===== src/rtl/tff_bank_seq_ctrl.sv =====
// Command sequencer for a bank of T flip-flops: accepts a toggle command,
// drives the bank's T inputs for a programmed number of pulses separated by
// programmable idle gaps, then checks the bank's Q against the predicted value.
module tff_bank_seq_ctrl #(
  parameter int W     = 4,
  parameter int CNT_W = 8,
  parameter int GAP_W = 4
) (
  input  logic             clk,
  input  logic             rst,
  input  logic             cmd_valid,
  output logic             cmd_ready,
  input  logic [W-1:0]     cmd_mask,
  input  logic [CNT_W-1:0] cmd_count,
  input  logic [GAP_W-1:0] cmd_gap,
  input  logic             abort,
  input  logic [W-1:0]     q_in,
  output logic [W-1:0]     t,
  output logic             busy,
  output logic             done,
  output logic             err
);

  typedef enum logic [1:0] {IDLE, PULSE, GAP, CHECK} state_t;

  state_t           state, state_n;
  logic [W-1:0]     mask_r, mask_n;
  logic [W-1:0]     exp_r, exp_n;
  logic [CNT_W-1:0] rem, rem_n;
  logic [GAP_W-1:0] gap_r, gap_n;
  logic [GAP_W-1:0] gcnt, gcnt_n;
  logic             done_n, err_n;
  logic             accept;

  assign cmd_ready = (state == IDLE) & ~abort;
  assign accept    = cmd_valid & cmd_ready;
  assign busy      = (state != IDLE);
  // T is decoded purely from registered state, never from inputs.
  assign t         = (state == PULSE) ? mask_r : '0;

  // State register.
  always_ff @(posedge clk or posedge rst) begin
    if (rst) state <= IDLE;
    else     state <= state_n;
  end

  // Datapath registers: command fields, counters, expected value, status.
  always_ff @(posedge clk or posedge rst) begin
    if (rst) begin
      mask_r <= '0;
      exp_r  <= '0;
      rem    <= '0;
      gap_r  <= '0;
      gcnt   <= '0;
      done   <= 1'b0;
      err    <= 1'b0;
    end else begin
      mask_r <= mask_n;
      exp_r  <= exp_n;
      rem    <= rem_n;
      gap_r  <= gap_n;
      gcnt   <= gcnt_n;
      done   <= done_n;
      err    <= err_n;
    end
  end

  // Next-state and datapath update logic.
  always_comb begin
    state_n = state;
    mask_n  = mask_r;
    exp_n   = exp_r;
    rem_n   = rem;
    gap_n   = gap_r;
    gcnt_n  = gcnt;
    done_n  = 1'b0;
    err_n   = 1'b0;
    unique case (state)
      IDLE: begin
        if (accept) begin
          mask_n  = cmd_mask;
          rem_n   = cmd_count;
          gap_n   = cmd_gap;
          // An odd pulse count leaves the masked bits inverted.
          exp_n   = q_in ^ (cmd_count[0] ? cmd_mask : '0);
          state_n = (cmd_count != '0) ? PULSE : CHECK;
        end
      end
      PULSE: begin
        rem_n = rem - CNT_W'(1);
        if (abort) begin
          state_n = IDLE;
        end else if (rem == CNT_W'(1)) begin
          state_n = CHECK;
        end else if (gap_r != '0) begin
          gcnt_n  = gap_r;
          state_n = GAP;
        end else begin
          state_n = PULSE;
        end
      end
      GAP: begin
        gcnt_n = gcnt - GAP_W'(1);
        if (abort)                     state_n = IDLE;
        else if (gcnt == GAP_W'(1))    state_n = PULSE;
      end
      CHECK: begin
        state_n = IDLE;
        if (!abort) begin
          done_n = 1'b1;
          err_n  = (q_in != exp_r);
        end
      end
      default: state_n = IDLE;
    endcase
  end

endmodule


===== config.mk =====
export PLATFORM = sky130hd
export DESIGN_NAME = tff_bank_seq_ctrl
export DESIGN_NICKNAME = d
export VERILOG_FILES = /design/src/rtl/tff_bank_seq_ctrl.sv
export SDC_FILE = /design/constraint.sdc
export NUM_CORES = 1
export LEC_CHECK = 0
export ABC_CLOCK_PERIOD_IN_PS = 1790
export CAP_MARGIN = 20
export CORE_UTILIZATION = 50
export CTS_CLUSTER_SIZE = 10
export DETAILED_ROUTE_END_ITERATION = 8
export GPL_TIMING_DRIVEN = 0
export PLACE_DENSITY_LB_ADDON = 0.12
export SLEW_MARGIN = 15
export SYNTH_ARGS = -nofsm -noshare
export SYNTH_HDL_FRONTEND = slang
export SYNTH_SLANG_ARGS = --single-unit
export TNS_END_PERCENT = 10

===== constraint.sdc =====
create_clock -name clk -period 1.79 [get_ports clk]
set_input_delay 0.358 -clock clk [delete_from_list [all_inputs] [get_ports clk]]
set_output_delay 0.358 -clock clk [all_outputs]
set_load 0.02 [all_outputs]

; ---- Word-level counts from Yosys, hierarchy flattened
; Index checks and enable logic that the tools add are counted.
[op_classes]
add_sub_neg = 2
n_eq_ne = 11
muxes = 20
n_bitwise = 4
reduce_logical = 10
[op_table]
columns = op, count
row1 = $mux 4, 5
row2 = $pmux 8 s2, 1
row3 = $mux 2, 7
row4 = $eq 8x1->1 const B, 1
row5 = $mux 8, 1
row6 = $pmux 2 s4, 1
row7 = $pmux 4 s2, 1
row8 = $reduce_bool 8->1, 1
row9 = $sub 8x1->8 const B, 1
row10 = $ne 2x2->1 const B, 3
row11 = $reduce_and 2->1, 3
row12 = $reduce_bool 2->1, 3
row13 = $eq 2x2->1 const B, 2
row14 = $eq 4x1->1 const B, 1
row15 = $mux 1, 4
row16 = $ne 4x4->1, 1
row17 = $reduce_and 4->1, 1
row18 = $reduce_bool 4->1, 1
row19 = $sub 4x1->4 const B, 1
row20 = $xor 4x4->4, 1
row21 = $ne 3x3->1 const B, 1
row22 = $and 1x1->1, 2
row23 = $eq 2x1->1 const B, 1
row24 = $logic_not 2->1, 1
row25 = 2 further kinds, 2
[word_totals]
ff_bits = 28
out_inout_bits = 8
word_cells = 55

; ---- Longest topological paths before layout
; Gate-level depths: netlist of run 1.
[logic_depth]
depth_word = 5
mapped_depth = 6

; ---- Worst setup path after synthesis of run 1
; Ideal clock, no wire load.
[synth_path]
kind = register -> register
startpoint = register state[1]
endpoint = register rem[1]
setup_ns = 0.130
arrival_time_ns = 1.447
required_ns = 1.660
path_slack_ns = 0.214
path_stages_with_launch = 6
cell_sequence = dfrtp_1 buf_2 nor3_1 a21oi_1 a211oi_1 a21oi_1
[synth_between]
elab_chain_cells = 5
word_cells_on_any_way = 8
[synth_lines]
columns = item, line
row1 = from (decl), 26  ; state_t state, state_n;
row2 = from (signal assigned), 44  ; else state <= state_n;
row3 = $logic_not 2->1, 35  ; assign cmd_ready = (state == IDLE) & ~abort;
row4 = $and 1x1->1, 35
row5 = net cmd_ready, 12  ; output logic cmd_ready,
row6 = $and 1x1->1, 36  ; assign accept = cmd_valid & cmd_ready;
row7 = $ne 2x2->1 (no source line), -
row8 = $reduce_and 2->1 (no source line), -
row9 = to (signal assigned), 60  ; rem <= rem_n;
row10 = to (decl), 29  ; logic [CNT_W-1:0] rem, rem_n;
; The timed path passes the listed nets, and every way through them passes these cells.
; A chain may end at the register's enable or synchronous reset.

; ---- Worst setup path after layout of run 1
[layout_path]
startpoint = register state[0]
endpoint = output port t[0]
[layout_between]
elab_chain_cells = 2
[layout_lines]
columns = item, line
row1 = $eq 2x1->1, 39  ; assign t = (state == PULSE) ? mask_r : '0;
row2 = $mux 4, 39
row3 = to (decl), 18  ; output logic [W-1:0] t,
; No other way between the ends.

==> results of run 1 <==
[power breakdown]
part           internal [mW]  switching, mW
Sequential             0.818          0.217
Combinational          0.349          0.352
Clock                 0.0789          0.177
[through the flow]
step                      setup TNS (ns)  hold slack [ns]  setup slack (ns)  cell area [sq um]
final                                  0            0.219            0.0682               1940
after global routing             -0.0635            0.209           -0.0180               1940
after CTS                              0            0.198           0.00582               1930
after detailed placement           -4.78            0.457            -0.329               1890
after global placement             -4.18            0.454            -0.272               1890
after floorplan                        0            0.423             0.214               1550
[timing repair]
action,CTS,global route
buffers inserted,2,0
cloned,0,0
resized for setup,29,12
setup endpoints to repair,7,11
pin swaps,0,2
[cell usage in the layout (no fill, tap or decap), types with 4 or more instances in the layout]
| master | n |
|---|---|
| ha_1 | 4 |
| buf_4 | 8 |
| nor4_1 | 5 |
| and2_1 | 4 |
| nor2_1 | 10 |
| xor2_1 | 8 |
| nor3_1 | 6 |
| nand2_1 | 37 |
| o21ai_0 | 6 |
| dfrtp_1 | 28 |
| inv_1 | 6 |
| clkdlybuf4s50_1 | 24 |
| a21oi_1 | 4 |
| a211oi_1 | 5 |
[routing by layer]
metal | up-vias | share of wire (%) | GRT usage (%)
met5 | - | 0 | 0
met1 | 633 | 48 | 32.5
li1 | 664 | - | -
met4 | 0 | 1.3 | 8.36
met2 | 40 | 46 | 36.2
met3 | 6 | 4.8 | 3.35
[worst paths after layout]
check / slack, ns / endpoint / start / cells past startpoint
setup / recovery: 0.07 / t[0] / state[0] / 4
hold / removal: 0.22 / done / abort / 2
setup reg to reg: 0.08 / gcnt[2] / rem[1] / 6
hold reg to reg: 0.49 / mask_r[1] / mask_r[1] / 2
max in group asynchronous: 1.01 / exp_r[1] / rst / 2
min in group asynchronous: 0.40 / gap_r[3] / rst / 2
[worst max-delay path, stage by stage, from the launching register on]
cell and delay, ns:
dfrtp_1 0.39, buf_6 0.16, nor2b_4 0.20, and2_1 0.15, buf_4 0.14
[final cells by class]
type | instances | share of cell area (%)
Multi-Input combinational cell | 127 | 41.2
Sequential cell | 28 | 36.1
Timing Repair Buffer | 32 | 15.5
Buffer | 7 | 2.65
Tap cell | 31 | 2.00
Inverter | 7 | 1.35
Clock buffer | 3 | 1.16
[cells by family after synthesis]
family | count (synthesis) | share of synthesized area, %
flip-flops | 28 | 45.3
adder cells (fa/ha/maj) | 4 | 3.24
AO/OA/AOI/OAI | 31 | 14.0
AND/OR/NAND/NOR | 82 | 27.2
XOR/XNOR | 10 | 5.66
buffers and inverters | 14 | 4.61
[sequential cells by signal (all words and copies together), names as in the netlist]
name / count
err: 1
state: 2
gcnt: 4
exp_r: 4
gap_r: 4
done: 1
rem: 8
mask_r: 4
==> flow_metrics.env, run 1 <==
export IMPL_final_util_pct=68.0
export IMPL_clk_pin_slew_ns=0.14
export IMPL_ir_drop_uv=506
export IMPL_grt_max_degree=29
export IMPL_layout_nets=234
export IMPL_num_vias=1343
export IMPL_cts_buffers=3
export IMPL_multi_input_area_sq_um=800
export IMPL_wl_per_cell_um=14.4
export IMPL_finalSetupViolCount=0
export IMPL_num_rows=19
export IMPL_cp_max_fo=10
export IMPL_nFillCells=236
export IMPL_maxCapViolCount=0
export IMPL_core_sq_mm=0.00285
export IMPL_fp_dieW_um=57.6
export IMPL_grt_usage_pct=23.0
export IMPL_crit_path_end_kind="primary output"
export IMPL_crit_arrival_ns=1.36
export IMPL_postCtsHoldBufs=0
export IMPL_leakage_nw=0.863
export IMPL_synth_area_leaders="dfrtp_1, nand2_1, xor2_1, ha_1, a211oi_1"
export IMPL_rsz0062_at_grt="true"
export IMPL_yosys_area_top_type="dfrtp_1"
export IMPL_synth_area_sq_mm=0.00155
export IMPL_postSynthCellCount=169
export IMPL_violations="DRC"
export IMPL_dieArea_sq_mm=0.00332
export IMPL_root_buffer="clkbuf_4"
export IMPL_port_buffers=30
export IMPL_fin_crit_ns=1.72
export IMPL_synth_lib_cells_used_distinct=36
export IMPL_grt_overflow=0
export IMPL_grt_pass1_vias=1333
export IMPL_yosys_top_cells_count="nand2_1, dfrtp_1, nor2_1, xor2_1"
export IMPL_relSlewSlack_pct=60.3
export IMPL_cp_required_ns=1.43
export IMPL_status="complete, but fails checks"
export IMPL_seq_area_sq_um=701
export IMPL_cts_tree="yes"
export IMPL_io_pins=32
export IMPL_synth_warnings=0
export IMPL_clock_sinks=28
export IMPL_syn_nets=197
export IMPL_synth_main_ff_cell="dfrtp_1"
export IMPL_power_mw=1.99
export IMPL_viasPerCell=5.71
export IMPL_synth_most_common_cell="nand2_1"
export IMPL_grt_first_pass_wirelength_mm=5.91
export IMPL_placedCellCount=230
export IMPL_place_hpwl_mm=2.51
export IMPL_finalHoldViolCount=0
export IMPL_synth_top_area_share_pct=45.3
export IMPL_avgSynthCellArea_sq_um=9.15
export IMPL_async_flop_share_pct=100
export IMPL_critPathKind="flip-flop to primary output"
export IMPL_start_util_pct=54.2
export IMPL_drive_gt1_share_pct=11.8
export IMPL_tightest_slew_ns=0.590
export IMPL_post_route_period_util_pct=96.2
export IMPL_die_height_um=57.6
export IMPL_drc=2
export IMPL_antenna_found_initial=0
export IMPL_dr_pass1_iters=8
export IMPL_clock_path_buffers=2
export IMPL_skew_ns=0.00128
export IMPL_htreeDepth=1
export IMPL_antenna_cells=0
export IMPL_area_delta_synth_final_pct=25.4
export IMPL_clock_latency_ns=0.32
export IMPL_stdcell_count=235
export IMPL_synth_edf_count=0
export IMPL_report_final_slew_viol_count=0
export IMPL_hp_class="input port to flip-flop"
export IMPL_timing_fmax_ghz=0.581
export IMPL_p_per_area_mw_per_mm2=1030
export IMPL_ys_seq_area_share_pct=45.3
export IMPL_start_kind="flip-flop"
export IMPL_routed_wl_mm=3.39
export IMPL_synth_seq_cells=28
export IMPL_drt_initial_drc_count=59
export IMPL_gp_congestion=0.843
export IMPL_detail_route_antenna_nets=0
Power figures use the tool's default switching activity.
==> inputs of run 2 (changes only) <==
SKIP_CTS_REPAIR_TIMING = 1   (was unset)
==> run 2 against run 1 <==
The run ends with DRC, setup timing left. Clock-buffer cell count is the same. Cell count down 0.85%. Flip-flop and latch count unchanged. First-iteration DRC count is 15% lower. Register-to-register slack lost 0.15 ns. Worst setup slack got worse by 0.14 ns. Global-route usage down 0.48 points. Die area unchanged. Via count is 0.97% lower. Power fell by 0.76%. Critical path depth up 1. Largest cell class unchanged.
==> flow_metrics.env, run 2 (synthesis results as in run 1) <==
export IMPL_crit_chain="ha_1 > nor3b_1 > a211oi_1 > nor3b_1 > o21ai_0"
export IMPL_clk_pin_slew_ns=0.14
export IMPL_finalHoldViolCount=0
export IMPL_start_util_pct=54.2
export IMPL_holdWs_ns=0.217
export IMPL_io_pins=32
export IMPL_post_route_period_util_pct=104
export IMPL_grt_usage_pct=22.5
export IMPL_cts_buffers=3
export IMPL_skew_ns=0.00170
export IMPL_antenna_cells=0
export IMPL_placed_area_sq_mm=0.00189
export IMPL_core_sq_mm=0.00285
export IMPL_largest_reg_flops=8
export IMPL_grt_pass1_vias=1331
export IMPL_slowest_stage="a211oi_1"
export IMPL_regToRegStartpoint="rem[0]"
export IMPL_rsz0062_at_grt="true"
export IMPL_area_delta_synth_final_pct=24.4
export IMPL_drive_gt1_share_pct=10.4
export IMPL_num_vias=1330
export IMPL_place_hpwl_mm=2.51
export IMPL_status="complete, but fails checks"
export IMPL_globalRouteMet2Util_pct=35.2
export IMPL_violations="DRC, setup timing"
export IMPL_num_rows=19
export IMPL_final_util_pct=67.4
export IMPL_start_kind="flip-flop"
export IMPL_root_buffer="clkbuf_4"
export IMPL_crit_arrival_ns=2.07
export IMPL_hp_start="abort"
export IMPL_leakage_nw=0.873
export IMPL_fin_crit_ns=1.86
export IMPL_critPathKind="flip-flop to flip-flop"
export IMPL_cp_max_fo=6
export IMPL_relSlewSlack_pct=58.9
export IMPL_tightest_slew_ns=0.613
export IMPL_detail_route_antenna_nets=0
export IMPL_clock_sinks=28
export IMPL_routed_wl_mm=3.38
export IMPL_dr_pass1_iters=8
export IMPL_maxCapViolCount=0
export IMPL_wl_per_cell_um=14.5
export IMPL_power_mw=1.98
export IMPL_finalSetupViolCount=1
export IMPL_hold_end="done"
export IMPL_grt_first_pass_wirelength_mm=5.80
export IMPL_cts_tree="yes"
export IMPL_grt_util_met1_pct=32.0
export IMPL_p_per_area_mw_per_mm2=1030
export IMPL_grtUsageMet3_pct=3.13
export IMPL_worstHoldPathCells=2
export IMPL_final_cell_mix="nand2_1, dfrtp_1, clkdlybuf4s50_1, nor2_1, xor2_1"
export IMPL_cpPeakStageDelay_ns=0.57
export IMPL_timing_fmax_ghz=0.538
export IMPL_cp_required_ns=2.00
export IMPL_nFillCells=238
export IMPL_clock_path_buffers=2
export IMPL_fp_dieW_um=57.6
export IMPL_drt_initial_drc_count=50
export IMPL_clock_latency_ns=0.32
export IMPL_path_common_cell="nor3b_1"
export IMPL_crit_path_end_kind="flip-flop"
export IMPL_htreeDepth=1
export IMPL_port_buffers=30
export IMPL_viasPerCell=5.71
export IMPL_rr_endpoint="gcnt[0]"
export IMPL_layout_nets=232
export IMPL_ff2ff_setup_slack_ns=-0.07
export IMPL_ir_drop_uv=505
export IMPL_reg2reg_depth=5
export IMPL_grt_overflow=0
export IMPL_setup_ws_ns=-0.0701
export IMPL_antenna_found_initial=0
export IMPL_die_height_um=57.6
export IMPL_grt_max_degree=29
export IMPL_dieArea_sq_mm=0.00332
export IMPL_post_place_ws_ns=-0.329
export IMPL_gp_congestion=0.843
export IMPL_max_flop_register="rem"
export IMPL_hp_class="input port to flip-flop"
export IMPL_drc=2
export IMPL_report_final_slew_viol_count=0
export IMPL_busiest_layer="met2"
export IMPL_final_cell_area_sq_mm=0.00192
export IMPL_final_common_cell="nand2_1"
## run 2: cell types whose count changed in the layout (fill, tap and decap cells not counted), sizes merged
| cell | previous run | this run |
|---|---|---|
| clkdlybuf4s15 | 1 | 0 |
| dlymetal6s2s | 0 | 2 |
| clkdlybuf4s50 | 24 | 23 |
| clkbuf | 4 | 7 |
| buf | 13 | 8 |
## run 2: routing by layer
| layer | wire length (um) | vias up |
|---|---|---|
| li1 | - | 661 |
| met1 | 1610 | 628 |
| met5 | 0 | - |
| met2 | 1570 | 35 |
| met3 | 151 | 6 |
| met4 | 50 | 0 |
## run 2: cell type report
class	count	area (sq um)	area share, %
multi-input cells	127	790	41.1
flip-flops and latches	28	701	36.4
repair buffers	30	290	15.1
plain buffers	7	55.1	2.86
well taps	31	38.8	2.02
inverters	7	26.3	1.37
clock buffers	3	22.5	1.17
## run 2: critical path, delay by kind of cell (launching register included)
| family | cells | cell delay (ns) |
|---|---|---|
| AOI/OAI and AO/OA | 2 | 0.68 |
| adders and majority gates | 1 | 0.21 |
| DFF | 1 | 0.46 |
| and+or+nand+nor | 2 | 0.40 |
## run 2: per-stage QoR
step	TNS, ns	cells
2_1_floorplan	0	169
3_3_place_gp	-4.18	230
3_5_place_dp	-4.78	230
4_1_cts	-3.32	233
5_1_grt	-0.583	233
6_report	-0.0701	233
## run 2: worst max-delay path by stage
stage	end	cells after the start	slack (ns)	startpoint
after floorplan	rem[1]	5	0.21	state[1]
after global placement	rem[4]	6	-0.27	cmd_valid
after CTS	t[0]	4	-0.66	state[1]
after global routing	gcnt[0]	5	-0.27	rem[0]
final	gcnt[0]	5	-0.07	rem[0]
after detailed placement	rem[4]	6	-0.33	cmd_valid
## run 2: where the power goes
part,internal [mW],switching [mW]
Sequential,0.818,0.216
Clock,0.0790,0.178
Combinational,0.340,0.346
Total,1.24,0.740
==> inputs of run 3 (changes only) <==
ABC_AREA = 1   (was unset)
ABC_CLOCK_PERIOD_IN_PS = 1820   (was 1790)
CORE_UTILIZATION = 52   (was 50)
clock period = 1.82 ns   (was 1.79 ns; I/O delays follow)
==> run 3 against run 2 <==
Clock skew down 0.00086 ns. The flow now finishes without violations. Critical path depth is the same. Flip-flop and latch count did not move. Largest power group is now combinational cells. Area after synthesis rose by 11%. Worst hold slack improved by 0.15 ns. Final area increased by 10%. Combinational power grew 130%. Power grew 52%. Synthesized cell count increased by 34%. Via count rose by 13%. Wire length increased by 6.0%. Sequential share of layout area shrank 3.3 points.
==> flow_metrics.env, run 3 <==
export IMPL_largest_reg_flops=8
export IMPL_syn_nets=255
export IMPL_status="finished, final reports clean"
export IMPL_slowest_stage="dfrtp_2"
export IMPL_antenna_found_initial=0
export IMPL_die_height_um=59.5
export IMPL_core_sq_mm=0.00310
export IMPL_ys_seq_area_share_pct=40.7
export IMPL_port_buffers=31
export IMPL_nFillCells=277
export IMPL_hp_class="input port to async pin"
export IMPL_clock_latency_ns=0.33
export IMPL_crit_chain="inv_2 > nand2_4 > buf_6 > nor2_1 > clkbuf_2"
export IMPL_grt_first_pass_wirelength_mm=6.19
export IMPL_gp_congestion=0.909
export IMPL_power_mw=3.01
export IMPL_area_delta_synth_final_pct=23.2
export IMPL_place_hpwl_mm=2.78
export IMPL_timing_fmax_ghz=0.558
export IMPL_final_cell_mix="nand2_1, inv_1, dfrtp_1, clkdlybuf4s50_1, nor2_1"
export IMPL_cts_tree="yes"
export IMPL_ff2ff_setup_slack_ns=0.41
export IMPL_crit_path_end_kind="primary output"
export IMPL_placed_area_sq_mm=0.00210
export IMPL_cp_max_fo=10
export IMPL_grt_max_degree=17
export IMPL_grt_overflow=0
export IMPL_antenna_cells=0
export IMPL_p_per_area_mw_per_mm2=1420
export IMPL_synth_top_area_share_pct=40.7
export IMPL_synth_seq_cells=28
export IMPL_skew_ns=0.000841
export IMPL_synth_lib_cells_used_distinct=29
export IMPL_postSynthCellCount=227
export IMPL_rsz0062_at_grt="true"
export IMPL_root_buffer="clkbuf_4"
export IMPL_htreeDepth=1
export IMPL_start_kind="flip-flop"
export IMPL_drt_initial_drc_count=95
export IMPL_fin_crit_ns=1.79
export IMPL_synth_most_common_cell="nand2_1"
export IMPL_relSlewSlack_pct=59.7
export IMPL_clock_path_buffers=2
export IMPL_cpPeakStageDelay_ns=0.48
export IMPL_avgSynthCellArea_sq_um=7.58
export IMPL_detail_route_antenna_nets=0
export IMPL_grt_pass1_vias=1456
export IMPL_clk_pin_slew_ns=0.16
export IMPL_fp_dieW_um=59.5
export IMPL_tightest_slew_ns=0.604
export IMPL_wl_per_cell_um=11.7
export IMPL_critPathKind="flip-flop to primary output"
export IMPL_finalHoldViolCount=0
export IMPL_post_route_period_util_pct=98.4
export IMPL_yosys_top_cells_count="nand2_1, dfrtp_1, inv_1, nor2_1, o21ai_0"
export IMPL_synth_warnings=0
export IMPL_synth_edf_count=0
export IMPL_clock_sinks=28
export IMPL_ir_drop_uv=879
export IMPL_holdWs_ns=0.371
export IMPL_drc=0
export IMPL_leakage_nw=1.05
export IMPL_final_cell_area_sq_mm=0.00212
export IMPL_maxCapViolCount=0
export IMPL_yosys_area_top_type="dfrtp_1"
export IMPL_num_rows=20
export IMPL_cp_required_ns=1.46
export IMPL_synth_area_sq_mm=0.00172
export IMPL_routed_wl_mm=3.59
export IMPL_dieArea_sq_mm=0.00355
export IMPL_dr_pass1_iters=4
export IMPL_async_flop_share_pct=100
export IMPL_report_final_slew_viol_count=0
export IMPL_drive_gt1_share_pct=14.4
export IMPL_io_pins=32
export IMPL_max_flop_register="rem"
export IMPL_cts_buffers=3
export IMPL_final_common_cell="nand2_1"
export IMPL_start_util_pct=55.5
export IMPL_synth_main_ff_cell="dfrtp_1"
export IMPL_synth_area_leaders="dfrtp_1, nand2_1, inv_1, o21ai_0, nor2_1"
export IMPL_viasPerCell=4.92
export IMPL_grt_usage_pct=23.6
export IMPL_num_vias=1509
export IMPL_layout_nets=292
export IMPL_finalSetupViolCount=0
export IMPL_crit_arrival_ns=1.43
run 3: per-stage QoR:
step | cells | worst slack [ns] | TNS (ns) | utilization (%)
3_3_place_gp | 302 | -0.223 | -0.295 | 67.3
3_5_place_dp | 303 | -0.268 | -0.364 | 67.7
2_1_floorplan | 227 | 0.402 | 0 | -
5_1_grt | 307 | -0.0276 | -0.0276 | 68.3
4_1_cts | 307 | -0.439 | -2.29 | 68.9
6_report | 307 | 0.0288 | 0 | 68.3
run 3: worst max-delay path, delay by kind of cell (launching register included):
kind	cells	cell delay [ns]
flops	1	0.48
buf+inv	3	0.42
simple gates	2	0.18
run 3: worst paths after layout:
kind / endpoint / from / cells past startpoint
worst max-delay path: t[1] / state[1] / 5
worst min-delay path: mask_r[0] / rst / 2
worst max register to register: rem[4] / rem[0] / 8
worst min register to register: exp_r[1] / exp_r[1] / 2
max in group asynchronous: state[1] / rst / 3
min in group clk: exp_r[1] / exp_r[1] / 2
run 3: routing by layer:
layer	wire length (um)	vias to the layer above	global-route usage [%]	part of all wire (%)
met3	165	2	2.62	4.6
met4	19	0	8.64	0.53
met1	1770	681	33.8	49
met5	0	-	0	0
li1	-	782	-	-
met2	1640	44	36.9	46
run 3: area by class of cell:
| cell class | count | area (sq um) | share of cell area (%) |
|---|---|---|---|
| multi-input combinational | 163 | 852 | 40.2 |
| clock buffer | 4 | 36.3 | 1.71 |
| timing repair buffer | 32 | 305 | 14.4 |
| tap | 44 | 55.1 | 2.60 |
| sequential | 28 | 703 | 33.2 |
| buffer | 5 | 52.6 | 2.48 |
| inverter | 31 | 116 | 5.49 |
run 3: where the power goes:
part / internal [mW] / switching, mW
combinational: 0.618 / 0.940
clock: 0.123 / 0.194
sequential: 0.915 / 0.217
run 3: cell families (layout without fill, tap and decap cells):
family / after synthesis / in the layout / share of synthesized area [%]
and+or+nand+nor: 122 / 122 / 33.1
buffers and inverters: 36 / 72 / 9.81
AOI/OAI and AO/OA: 29 / 29 / 9.45
DFF: 28 / 28 / 40.7
xor gates and xnor gates: 8 / 8 / 4.07
adders and majority gates: 4 / 4 / 2.91
